===== config.mk =====
export PLATFORM = sky130hd
export DESIGN_NAME = mem_port_arbiter
export DESIGN_NICKNAME = d
export VERILOG_FILES = /design/src/rtl/mem_port_arbiter.sv
export SDC_FILE = /design/constraint.sdc
export NUM_CORES = 1
export LEC_CHECK = 0
export BUFFER_PORTS_ARGS = -buffer_cell sky130_fd_sc_hd__buf_2
export CORE_ASPECT_RATIO = 0.6
export CORE_UTILIZATION = 28
export DETAILED_ROUTE_END_ITERATION = 10
export GPL_ROUTABILITY_DRIVEN = 0
export PLACE_DENSITY = 0.58
export RECOVER_POWER = 25
export SYNTH_ARGS = -nofsm -noshare
export SYNTH_HDL_FRONTEND = slang
export SYNTH_SLANG_ARGS = --single-unit
export TNS_END_PERCENT = 5

===== constraint.sdc =====
create_clock -name clk_i -period 2.25 [get_ports clk_i]
set_input_delay 0.1125 -clock clk_i [delete_from_list [all_inputs] [get_ports clk_i]]
set_output_delay 0.1125 -clock clk_i [all_outputs]
set_load 0.005 [all_outputs]

===== src/rtl/mem_port_arbiter.sv =====
// Single-port memory arbiter between instruction fetch (IF) and load/store (LS) requesters.
// One transaction at a time: grant, issue, wait for ack or timeout, route the response back.
module mem_port_arbiter #(
  parameter int unsigned ADDR_W     = 9,
  parameter int unsigned DATA_W     = 32,
  parameter int unsigned STARVE_MAX = 4,
  parameter int unsigned TIMEOUT    = 16
) (
  input  logic              clk_i,
  input  logic              reset_ni,
  input  logic              if_req_i,
  input  logic [ADDR_W-1:0] if_addr_i,
  output logic              if_gnt_o,
  output logic              if_rvalid_o,
  output logic [DATA_W-1:0] if_rdata_o,
  input  logic              ls_req_i,
  input  logic              ls_we_i,
  input  logic [ADDR_W-1:0] ls_addr_i,
  input  logic [DATA_W-1:0] ls_wdata_i,
  output logic              ls_gnt_o,
  output logic              ls_rvalid_o,
  output logic [DATA_W-1:0] ls_rdata_o,
  output logic              bus_err_o,
  output logic              mem_req_o,
  output logic              mem_we_o,
  output logic [ADDR_W-1:0] mem_addr_o,
  output logic [DATA_W-1:0] mem_wdata_o,
  input  logic              mem_ack_i,
  input  logic [DATA_W-1:0] mem_rdata_i
);

  localparam int unsigned StW = $clog2(STARVE_MAX + 1);
  localparam int unsigned ToW = $clog2(TIMEOUT + 1);
  localparam logic [StW-1:0] StarveMax   = StW'(STARVE_MAX);
  localparam logic [ToW-1:0] TimeoutLast = ToW'(TIMEOUT - 1);

  typedef enum logic [1:0] {StIdle, StBusyIf, StBusyLs} state_e;

  state_e            state_q;
  logic [StW-1:0]    starve_q;
  logic [ToW-1:0]    tmo_q;
  logic              if_gnt_q, ls_gnt_q, if_rvalid_q, ls_rvalid_q, bus_err_q;
  logic              mem_req_q, mem_we_q;
  logic [DATA_W-1:0] if_rdata_q, ls_rdata_q, mem_wdata_q;
  logic [ADDR_W-1:0] mem_addr_q;

  logic              if_win, ls_win, busy_done;
  logic [StW-1:0]    starve_inc;
  logic [DATA_W-1:0] resp_data;

  always_comb begin
    // LS has priority unless IF has been passed over STARVE_MAX times in a row
    if_win     = if_req_i && (!ls_req_i || (starve_q == StarveMax));
    ls_win     = ls_req_i && !if_win;
    starve_inc = (starve_q == StarveMax) ? starve_q : starve_q + 1'b1;
    busy_done  = mem_ack_i || (tmo_q == TimeoutLast);
    resp_data  = mem_ack_i ? mem_rdata_i : '0;
  end

  always_ff @(posedge clk_i) begin
    if (!reset_ni) begin
      state_q     <= StIdle;
      starve_q    <= '0;
      tmo_q       <= '0;
      if_gnt_q    <= 1'b0;
      ls_gnt_q    <= 1'b0;
      if_rvalid_q <= 1'b0;
      ls_rvalid_q <= 1'b0;
      bus_err_q   <= 1'b0;
      mem_req_q   <= 1'b0;
      mem_we_q    <= 1'b0;
      if_rdata_q  <= '0;
      ls_rdata_q  <= '0;
      mem_wdata_q <= '0;
      mem_addr_q  <= '0;
    end else begin
      if_gnt_q    <= 1'b0;
      ls_gnt_q    <= 1'b0;
      mem_req_q   <= 1'b0;
      if_rvalid_q <= 1'b0;
      ls_rvalid_q <= 1'b0;
      bus_err_q   <= 1'b0;
      case (state_q)
        StIdle: begin
          tmo_q <= '0;
          if (if_win) begin
            state_q    <= StBusyIf;
            if_gnt_q   <= 1'b1;
            mem_req_q  <= 1'b1;
            mem_we_q   <= 1'b0;
            mem_addr_q <= if_addr_i;
            starve_q   <= '0;
          end else if (ls_win) begin
            state_q     <= StBusyLs;
            ls_gnt_q    <= 1'b1;
            mem_req_q   <= 1'b1;
            mem_we_q    <= ls_we_i;
            mem_addr_q  <= ls_addr_i;
            mem_wdata_q <= ls_wdata_i;
            starve_q    <= if_req_i ? starve_inc : '0;
          end
        end
        StBusyIf, StBusyLs: begin
          if (busy_done) begin
            state_q   <= StIdle;
            bus_err_q <= !mem_ack_i;
            if (state_q == StBusyIf) begin
              if_rvalid_q <= 1'b1;
              if_rdata_q  <= resp_data;
            end else begin
              ls_rvalid_q <= 1'b1;
              ls_rdata_q  <= resp_data;
            end
          end else begin
            tmo_q <= tmo_q + 1'b1;
          end
        end
        default: state_q <= StIdle;
      endcase
    end
  end

  assign if_gnt_o    = if_gnt_q;
  assign ls_gnt_o    = ls_gnt_q;
  assign if_rvalid_o = if_rvalid_q;
  assign ls_rvalid_o = ls_rvalid_q;
  assign if_rdata_o  = if_rdata_q;
  assign ls_rdata_o  = ls_rdata_q;
  assign bus_err_o   = bus_err_q;
  assign mem_req_o   = mem_req_q;
  assign mem_we_o    = mem_we_q;
  assign mem_addr_o  = mem_addr_q;
  assign mem_wdata_o = mem_wdata_q;

endmodule


==> impl_metrics.yaml, run 1 <==
run_status:
  outcome: "complete, no violations"
yosys:
  ys_types: 29
  synth_area_per_cell_um2: 8.80
  synth_edf_count: 0
  yosysWarnings: 0
  syn-cell-area_mm2: 0.00512
  async_flop_share: 0
  syn_nets: 676
  synth_cells: 582
  yosys_register_bits: 122
  yosys_most_used_dff: "dfxtp_1"
  seq_area_frac_synth: 0.477
layout:
  final_nets: 920
  final_core_util: 0.433
  antenna_cells: 0
  drive_gt1_frac: 0.251
  fill_cells: 1801
  area_growth_pct: 47.8
floorplan:
  die_h_um: 107
  die_x_um: 177
  num_io_pins: 200
  start_util: 0.293
  core_area_mm2: 0.0175
  num_rows: 37
  die_area_mm2: 0.0189
clock_network:
  cts_setup_buffers: 0
  cts-root-buf: "clkbuf_16"
  clkTransAtPathRegs_ns: 0.06
  ctsLongestPathBuffers: 2
  htreeDepth: 4
  cts-buffers-inserted: 17
  cts_tree: "yes"
  clock_sink_count: 122
  clock_latency_ns: 0.41
pwr:
  irDropWorstVdd_uv: 413
  pwr_density_cell_mw_per_mm2: 758
  power.leakage_nw: 3.04
  power.total_mw: 5.74
setup_path:
  path_cells: "ha_1 -> and3_1 -> ha_1 -> or3b_1 -> or3_1 -> a21oi_1"
  start_kind: "flop"
  cp-end-kind: "flop"
  crit_required_ns: 2.59
  crit_top_cell: "ha_1"
  crit_arrival_ns: 2.40
  cp_max_fo: 10
  cp_slowest_stage_delay_ns: 0.51
  worst-setup-path-type: "reg -> reg"
  slowest_stage: "or3b_1"
global_routing:
  antenna_found_initial: 0
  grt_overflow: 0
  grt_pass1_wl_mm: 26.5
  grt_pass1_vias: 5034
  grt_max_degree: 65
  grtUsageTotal: 0.178
sta:
  setup_ws_ns: 0.194
  final-hold-violation-count: 0
  fin_crit_sh: 0.914
  rsz0062_at_grt: "false"
  tightest_slew_ns: 1.02
  skew_ns: 0.00581
  setup-tns-final_ns: 0
  relSlewSlack: 0.318
  fmax_ghz: 0.486
  slew_violations: 0
  worst_hold_slack_ns: 0.0216
  setup_viol: 0
  min_period_ns: 2.06
routing:
  num_vias: 5211
  vias_per_cell: 4.87
  drc: 0
  antenna_left: 0
  drt_iter0_drc: 373
  dr.pass1.iters: 4
  wirelength_mm: 16.5
  routedWlPerCell_um: 15.4
placed_design:
  preCtsSetupSlack_ns: 0.199
  dpl.hpwl_mm: 10.3
  numPortBuffers: 199
worst_hold_path:
  hold_path.class: "in -> reg"
job:
  drv_cap: 0
## layer usage
| layer | track usage | vias up | share of wire |
|---|---|---|---|
| li1 | - | 2587 | - |
| met1 | 0.249 | 2467 | 0.50 |
| met2 | 0.263 | 141 | 0.43 |
| met3 | 0.0479 | 16 | 0.053 |
| met4 | 0.0573 | 0 | 0.015 |
| met5 | 0 | - | 0 |
## cell type report
cell class / count / area (um^2) / area share
sequential: 122 / 2440 / 0.323
multi-input combinational: 391 / 2410 / 0.319
timing repair buffer: 287 / 1840 / 0.244
clock buffer: 21 / 450 / 0.0595
tap: 234 / 293 / 0.0387
clock inverter: 9 / 100 / 0.0132
inverter: 7 / 26.3 / 0.00347
## placed cells by master (no fill, tap or decap), drive strengths merged, types with 4 or more instances in the layout
cell / instances
nand3: 68
o21ai: 88
ha: 6
a21oi: 11
a21boi: 105
inv: 7
a31oi: 9
clkbuf: 53
dfxtp: 122
buf: 180
dlygate4sd3: 75
nand2: 41
o211ai: 4
nand4b: 32
and3: 4
clkinv: 5
nor3b: 4
## state kept, by name, summed over array words and instances (netlist names)
name and cells:
starve_q 3, ls_rdata_o 32, tmo_q 5, bus_err_o 1
if_gnt_o 1, mem_we_o 1, if_rdata_o 32, ls_gnt_o 1
mem_wdata_o 32, mem_req_o 1, mem_addr_o 9, if_rvalid_o 1
ls_rvalid_o 1, state_q 2
## per-stage QoR
step | cells | instance area (um^2)
2_1_floorplan | 582 | 5120
5_1_grt | 1071 | 7570
3_3_place_gp | 966 | 6310
4_1_cts | 1071 | 7610
6_report | 1071 | 7570
3_5_place_dp | 966 | 6310
## critical path, delay by kind of cell, from the launching register on
family / cells / cell delay, ns
AO/OA/AOI/OAI: 1 / 0.13
AND/OR/NAND/NOR: 3 / 1.08
adder cells (fa/ha/maj): 2 / 0.45
flip-flops: 1 / 0.33
## final timing paths
check                      start             end  slack [ns]  cells past startpoint
hold / removal    mem_rdata_i[7]   if_rdata_o[7]        0.02                      3
setup reg to reg        tmo_q[0]        tmo_q[3]        0.19                      6
hold reg to reg   if_rdata_o[28]  if_rdata_o[28]        0.46                      2
setup / recovery        tmo_q[0]        tmo_q[3]        0.19                      6
## logic make-up after synthesis
logic type | count (synthesis) | synth area share
AOI/OAI and AO/OA | 221 | 0.274
adders and majority gates | 6 | 0.0147
buffers and inverters | 69 | 0.0530
DFF | 122 | 0.477
and+or+nand+nor | 164 | 0.181
## where the power goes
| part | total [mW] | leakage [nW] | internal [mW] | switching (mW) |
|---|---|---|---|---|
| logic | 0.814 | 1.77 | 0.379 | 0.435 |
| registers | 2.34 | 0.994 | 2.28 | 0.0546 |
| clock network | 2.59 | 0.268 | 1.63 | 0.955 |
| total | 5.74 | 3.04 | 4.30 | 1.44 |
## Yosys cell counts (2+ instances only)
library cell | instances | area share
and3_1 | 4 | 0.0049
and2_1 | 3 | 0.0037
nand2b_1 | 2 | 0.0024
a21boi_0 | 105 | 0.15
nor3b_1 | 4 | 0.0059
or3_1 | 2 | 0.0024
o211ai_1 | 4 | 0.0059
inv_1 | 7 | 0.0051
a21oi_1 | 11 | 0.011
dfxtp_1 | 122 | 0.48
buf_2 | 4 | 0.0039
o21ai_0 | 88 | 0.086
o21a_1 | 2 | 0.0029
nand4b_1 | 32 | 0.055
nand4_1 | 3 | 0.0037
nand3_1 | 68 | 0.066
nand2_1 | 41 | 0.030
clkbuf_1 | 55 | 0.040
buf_1 | 2 | 0.0015
a31oi_1 | 9 | 0.011
ha_1 | 6 | 0.015
## timing repair
item                       4_1_cts  5_1_grt
setup endpoints to repair        0        1
hold endpoints to repair        98        0
hold buffers                    75        0
resized for setup                0        1
Power figures use the tool's default switching activity.
==> inputs of run 2 (changes only) <==
--- a/config.mk
+++ b/config.mk
@@ -7,10 +7,10 @@
 export LEC_CHECK = 0
 export BUFFER_PORTS_ARGS = -buffer_cell sky130_fd_sc_hd__buf_2
 export CORE_ASPECT_RATIO = 0.6
-export CORE_UTILIZATION = 28
+export CORE_UTILIZATION = 49
 export DETAILED_ROUTE_END_ITERATION = 10
 export GPL_ROUTABILITY_DRIVEN = 0
-export PLACE_DENSITY = 0.58
+export PLACE_DENSITY = 0.87
 export RECOVER_POWER = 25
 export SYNTH_ARGS = -nofsm -noshare
 export SYNTH_HDL_FRONTEND = slang
==> run 2 against run 1 <==
Routed wire length decreased by 7.4%; sequential share of layout area increased by 1.5 points; power decreased by 2.5%; die area decreased by 42%; final cell count decreased by 11%; sequential cell count unchanged; design area decreased by 4.5%; sequential power about the same.
==> impl_metrics.yaml, run 2 (synthesis results as in run 1) <==
routing:
  vias_per_cell: 5.62
  routedWlPerCell_um: 16.0
  drt_iter0_drc: 362
  drc: 0
  num_vias: 5367
  antenna_left: 0
  wirelength_mm: 15.3
  dr.pass1.iters: 5
layout:
  fin_cells: 955
  area_growth_pct: 41.2
  finalInstanceArea_mm2: 0.00723
  final_cell_mix: "buf_2, dfxtp_1, a21boi_0, o21ai_0, nand3_1"
  fill_cells: 779
  drive_gt1_frac: 0.260
  antenna_cells: 0
  final_nets: 903
  mostFrequentLayoutCell: "buf_2"
sta:
  worst_hold_slack_ns: 0.00417
  fmax_ghz: 0.482
  skew_ns: 0.0102
  rsz0062_at_grt: "false"
  fin_crit_sh: 0.921
  slew_violations: 0
  setup-tns-final_ns: 0
  relSlewSlack: 0.639
  final-hold-violation-count: 0
  setup_viol: 0
  tightest_slew_ns: 0.542
  min_period_ns: 2.07
clock_network:
  clock_sink_count: 122
  cts_tree: "yes"
  htreeDepth: 4
  cts-root-buf: "clkbuf_16"
  ctsLongestPathBuffers: 2
  clkTransAtPathRegs_ns: 0.05
  clock_latency_ns: 0.40
  cts_setup_buffers: 0
  cts-buffers-inserted: 17
floorplan:
  core_area_mm2: 0.0100
  die_h_um: 81.2
  die_x_um: 134
  die_area_mm2: 0.0109
  num_rows: 28
  num_io_pins: 200
  start_util: 0.511
worst_hold_path:
  hold_path.class: "in -> reg"
placed_design:
  numPortBuffers: 199
  place_area_mm2: 0.00617
  dp.cells: 869
  dpl.hpwl_mm: 9.52
run_status:
  outcome: "complete, no violations"
pwr:
  power.leakage_nw: 2.94
  power.total_mw: 5.59
  pwr_density_cell_mw_per_mm2: 774
  irDropWorstVdd_uv: 564
global_routing:
  grt_max_degree: 67
  grtUsageTotal: 0.283
  grt_overflow: 0
  grt_pass1_vias: 5022
  grt_pass1_wl_mm: 24.3
  antenna_found_initial: 0
setup_path:
  crit_required_ns: 2.57
  crit_arrival_ns: 2.40
  cp_max_fo: 10
  start_kind: "flop"
  cp-end-kind: "flop"
  worst-setup-path-type: "reg -> reg"
job:
  drv_cap: 0
[run 2: cell count changes in the layout (fill, tap and decap cells not counted), moves of 2 or more]
cell           change
clkbuf_1           -2
dlygate4sd3_1     -19
buf_12             -2
buf_4              +3
buf_2              +2
[run 2: layout make-up]
class,instances,area (um^2),area share
Clock inverter,8,72.6,0.0100
Clock buffer,22,464,0.0642
Sequential cell,122,2440,0.338
Timing Repair Buffer,270,1640,0.227
Multi-Input combinational cell,391,2410,0.334
Inverter,7,26.3,0.00363
Tap cell,135,169,0.0234
[run 2: worst paths after layout]
kind | slack, ns | from | cells after the start | end
worst max-delay path | 0.18 | tmo_q[0] | 6 | tmo_q[3]
worst min-delay path | 0.004 | ls_we_i | 3 | mem_we_o
worst max register to register | 0.18 | tmo_q[0] | 6 | tmo_q[3]
worst min register to register | 0.46 | if_rdata_o[13] | 2 | if_rdata_o[13]
[run 2: power by group]
| group | internal [mW] | switching (mW) |
|---|---|---|
| Combinational | 0.348 | 0.419 |
| Clock | 1.56 | 0.930 |
| Sequential | 2.28 | 0.0598 |
[run 2: what timing repair did]
| action | in CTS | in global routing |
|---|---|---|
| endpoints found under the hold margin | 61 | 0 |
| hold buffers | 56 | 0 |
| gates resized for setup | 0 | 1 |
| endpoints found under the setup margin | 0 | 1 |
[run 2: worst max-delay path, cell delays in order, from the launching register on]
cell     delay (ns)
dfxtp_1        0.33
ha_1           0.21
and3_1         0.18
ha_1           0.25
or3b_1         0.51
or3_1          0.38
a21oi_1        0.13
[run 2: through the flow]
step / util / worst slack (ns)
final: 0.722 / 0.177
after global routing: 0.722 / 0.0388
after CTS: 0.725 / 0.173
after detailed placement: 0.616 / 0.174
after global placement: 0.616 / 0.250
after floorplan: - / 0.333
[run 2: metal layers]
metal / global-route usage / routed length, um / vias up / share of wire
li1: - / - / 2546 / -
met1: 0.363 / 6600 / 2532 / 0.43
met2: 0.449 / 7260 / 240 / 0.47
met3: 0.0630 / 999 / 49 / 0.065
met4: 0.151 / 450 / 0 / 0.029
met5: 0 / 0 / - / 0
==> inputs of run 3 (changes only) <==
--- a/config.mk
+++ b/config.mk
@@ -9,9 +9,9 @@
 export CORE_ASPECT_RATIO = 0.6
 export CORE_UTILIZATION = 49
 export DETAILED_ROUTE_END_ITERATION = 10
-export GPL_ROUTABILITY_DRIVEN = 0
 export PLACE_DENSITY = 0.87
 export RECOVER_POWER = 25
+export REMOVE_ABC_BUFFERS = 1
 export SYNTH_ARGS = -nofsm -noshare
 export SYNTH_HDL_FRONTEND = slang
 export SYNTH_SLANG_ARGS = --single-unit
==> run 3 against run 2 <==
Count of clock-buffer cells in the layout rose by 2; sequential power barely moved; via count fell by 0.52%; highest routed layer unchanged; clock power rose by 7%; combinational power fell by 2%; first-iteration DRC count rose by 8.8%; critical path type unchanged; worst setup slack got worse by 0.10 ns; largest cell class unchanged; clock skew barely moved.
==> impl_metrics.yaml, run 3 (synthesis results as in run 1) <==
run_status:
  outcome: "complete, no violations"
worst_hold_path:
  hold_path.class: "in -> reg"
  hold_path_depth: 3
sta:
  final-hold-violation-count: 0
  setup-tns-final_ns: 0
  min_period_ns: 2.17
  tightest_slew_ns: 0.929
  setup_viol: 0
  fmax_ghz: 0.460
  relSlewSlack: 0.380
  fin_crit_sh: 0.966
  slew_violations: 0
  skew_ns: 0.0101
  rsz0062_at_grt: "true"
layout:
  final_cell_mix: "buf_2, dfxtp_1, a21boi_0, o21ai_0, nand3_1"
  final_nets: 891
  drive_gt1_frac: 0.258
  final_core_util: 0.717
  area_growth_pct: 40.3
  mostFrequentLayoutCell: "buf_2"
  antenna_cells: 0
placed_design:
  gp_congestion: 0.827
  numPortBuffers: 199
  dpl.hpwl_mm: 9.38
setup_path:
  worst-setup-path-type: "reg -> reg"
  cp_max_fo: 10
  crit_top_cell: "ha_1"
  start_kind: "flop"
  crit_arrival_ns: 2.51
  path_cells: "ha_1 -> and3_1 -> ha_1 -> buf_4 -> or3b_1 -> or3_1 -> a21oi_1"
  reg2reg_slack_ns: 0.08
  cp-end-kind: "flop"
  reg2reg_depth: 7
  cp_slowest_stage_delay_ns: 0.48
  slowest_stage: "or3b_1"
  crit_required_ns: 2.58
clock_network:
  cts-buffers-inserted: 17
  ctsLongestPathBuffers: 2
  cts_tree: "yes"
  cts-root-buf: "clkbuf_16"
  clock_sink_count: 122
  clkTransAtPathRegs_ns: 0.05
  clock_latency_ns: 0.40
  htreeDepth: 4
global_routing:
  grtUsageTotal: 0.277
  grt_overflow: 0
  grt_pass1_wl_mm: 23.9
  antenna_found_initial: 0
  grt_max_degree: 122
  grt_pass1_vias: 5061
pwr:
  pwr_density_cell_mw_per_mm2: 801
  power.leakage_nw: 2.92
  power.total_mw: 5.76
  irDropWorstVdd_uv: 521
routing:
  dr.pass1.iters: 4
  antenna_left: 0
  vias_per_cell: 5.66
  routedWlPerCell_um: 16.2
  wirelength_mm: 15.3
  drc: 0
  drt_iter0_drc: 394
  num_vias: 5339
floorplan:
  die_h_um: 81.2
  die_x_um: 134
  start_util: 0.511
  die_area_mm2: 0.0109
  num_io_pins: 200
  core_area_mm2: 0.0100
  num_rows: 28
job:
  drv_cap: 0
-- run 3: changes by cell type in the layout (fill, tap and decap cells not counted), moves of 2 or more --
cell | before | now
buf_2 | 168 | 166
dlygate4sd3_1 | 56 | 46
buf_4 | 14 | 10
clkbuf_1 | 33 | 35
clkbuf_8 | 2 | 4
-- run 3: per-stage QoR --
stage                     setup WS (ns)  hold WS [ns]  cell area, um^2  std cells
after CTS                        0.0826      0.000233             7220        944
final                            0.0763       0.00564             7180        944
after global placement           0.0607         0.374             6170        867
after floorplan                  -0.381         0.230             4880        520
after detailed placement        -0.0837         0.383             6170        867
after global routing            -0.0280       0.00474             7180        944
-- run 3: routing by layer --
layer,up-vias,GRT usage,part of all wire
met1,2531,0.332,0.42
met5,-,0,0
li1,2527,-,-
met2,251,0.484,0.48
met4,0,0.130,0.019
met3,30,0.0574,0.072
-- run 3: path summary, 6_finish.rpt --
kind,start,endpoint
worst max-delay path,tmo_q[0],tmo_q[3]
worst min-delay path,ls_wdata_i[16],mem_wdata_o[16]
worst max register to register,tmo_q[0],tmo_q[3]
worst min register to register,if_rdata_o[17],if_rdata_o[17]
-- run 3: worst max-delay path, delay by kind of cell, from the launching register on --
kind	cells	cell delay [ns]
flops	1	0.33
simple gates	3	1.06
fa+ha+maj	2	0.42
compound gates	1	0.14
buf+inv	1	0.16
-- run 3: final cells by class --
class / count / area [um^2]
fillers: 770 / 2840
clock inverters: 7 / 90.1
repair buffers: 258 / 1550
clock buffers: 24 / 492
well taps: 135 / 169
multi-input cells: 391 / 2420
inverters: 7 / 26.3
flip-flops and latches: 122 / 2440
-- run 3: power breakdown --
group	internal [mW]	switching, mW
Clock	1.74	0.921
Sequential	2.28	0.0605
Combinational	0.337	0.418
-- run 3: what timing repair did --
action	4_1_cts	5_1_grt
resized for setup	1	2
hold buffers	46	0
setup endpoints to repair	18	14
hold endpoints to repair	47	0
pin swaps	0	0
setup buffers	0	0
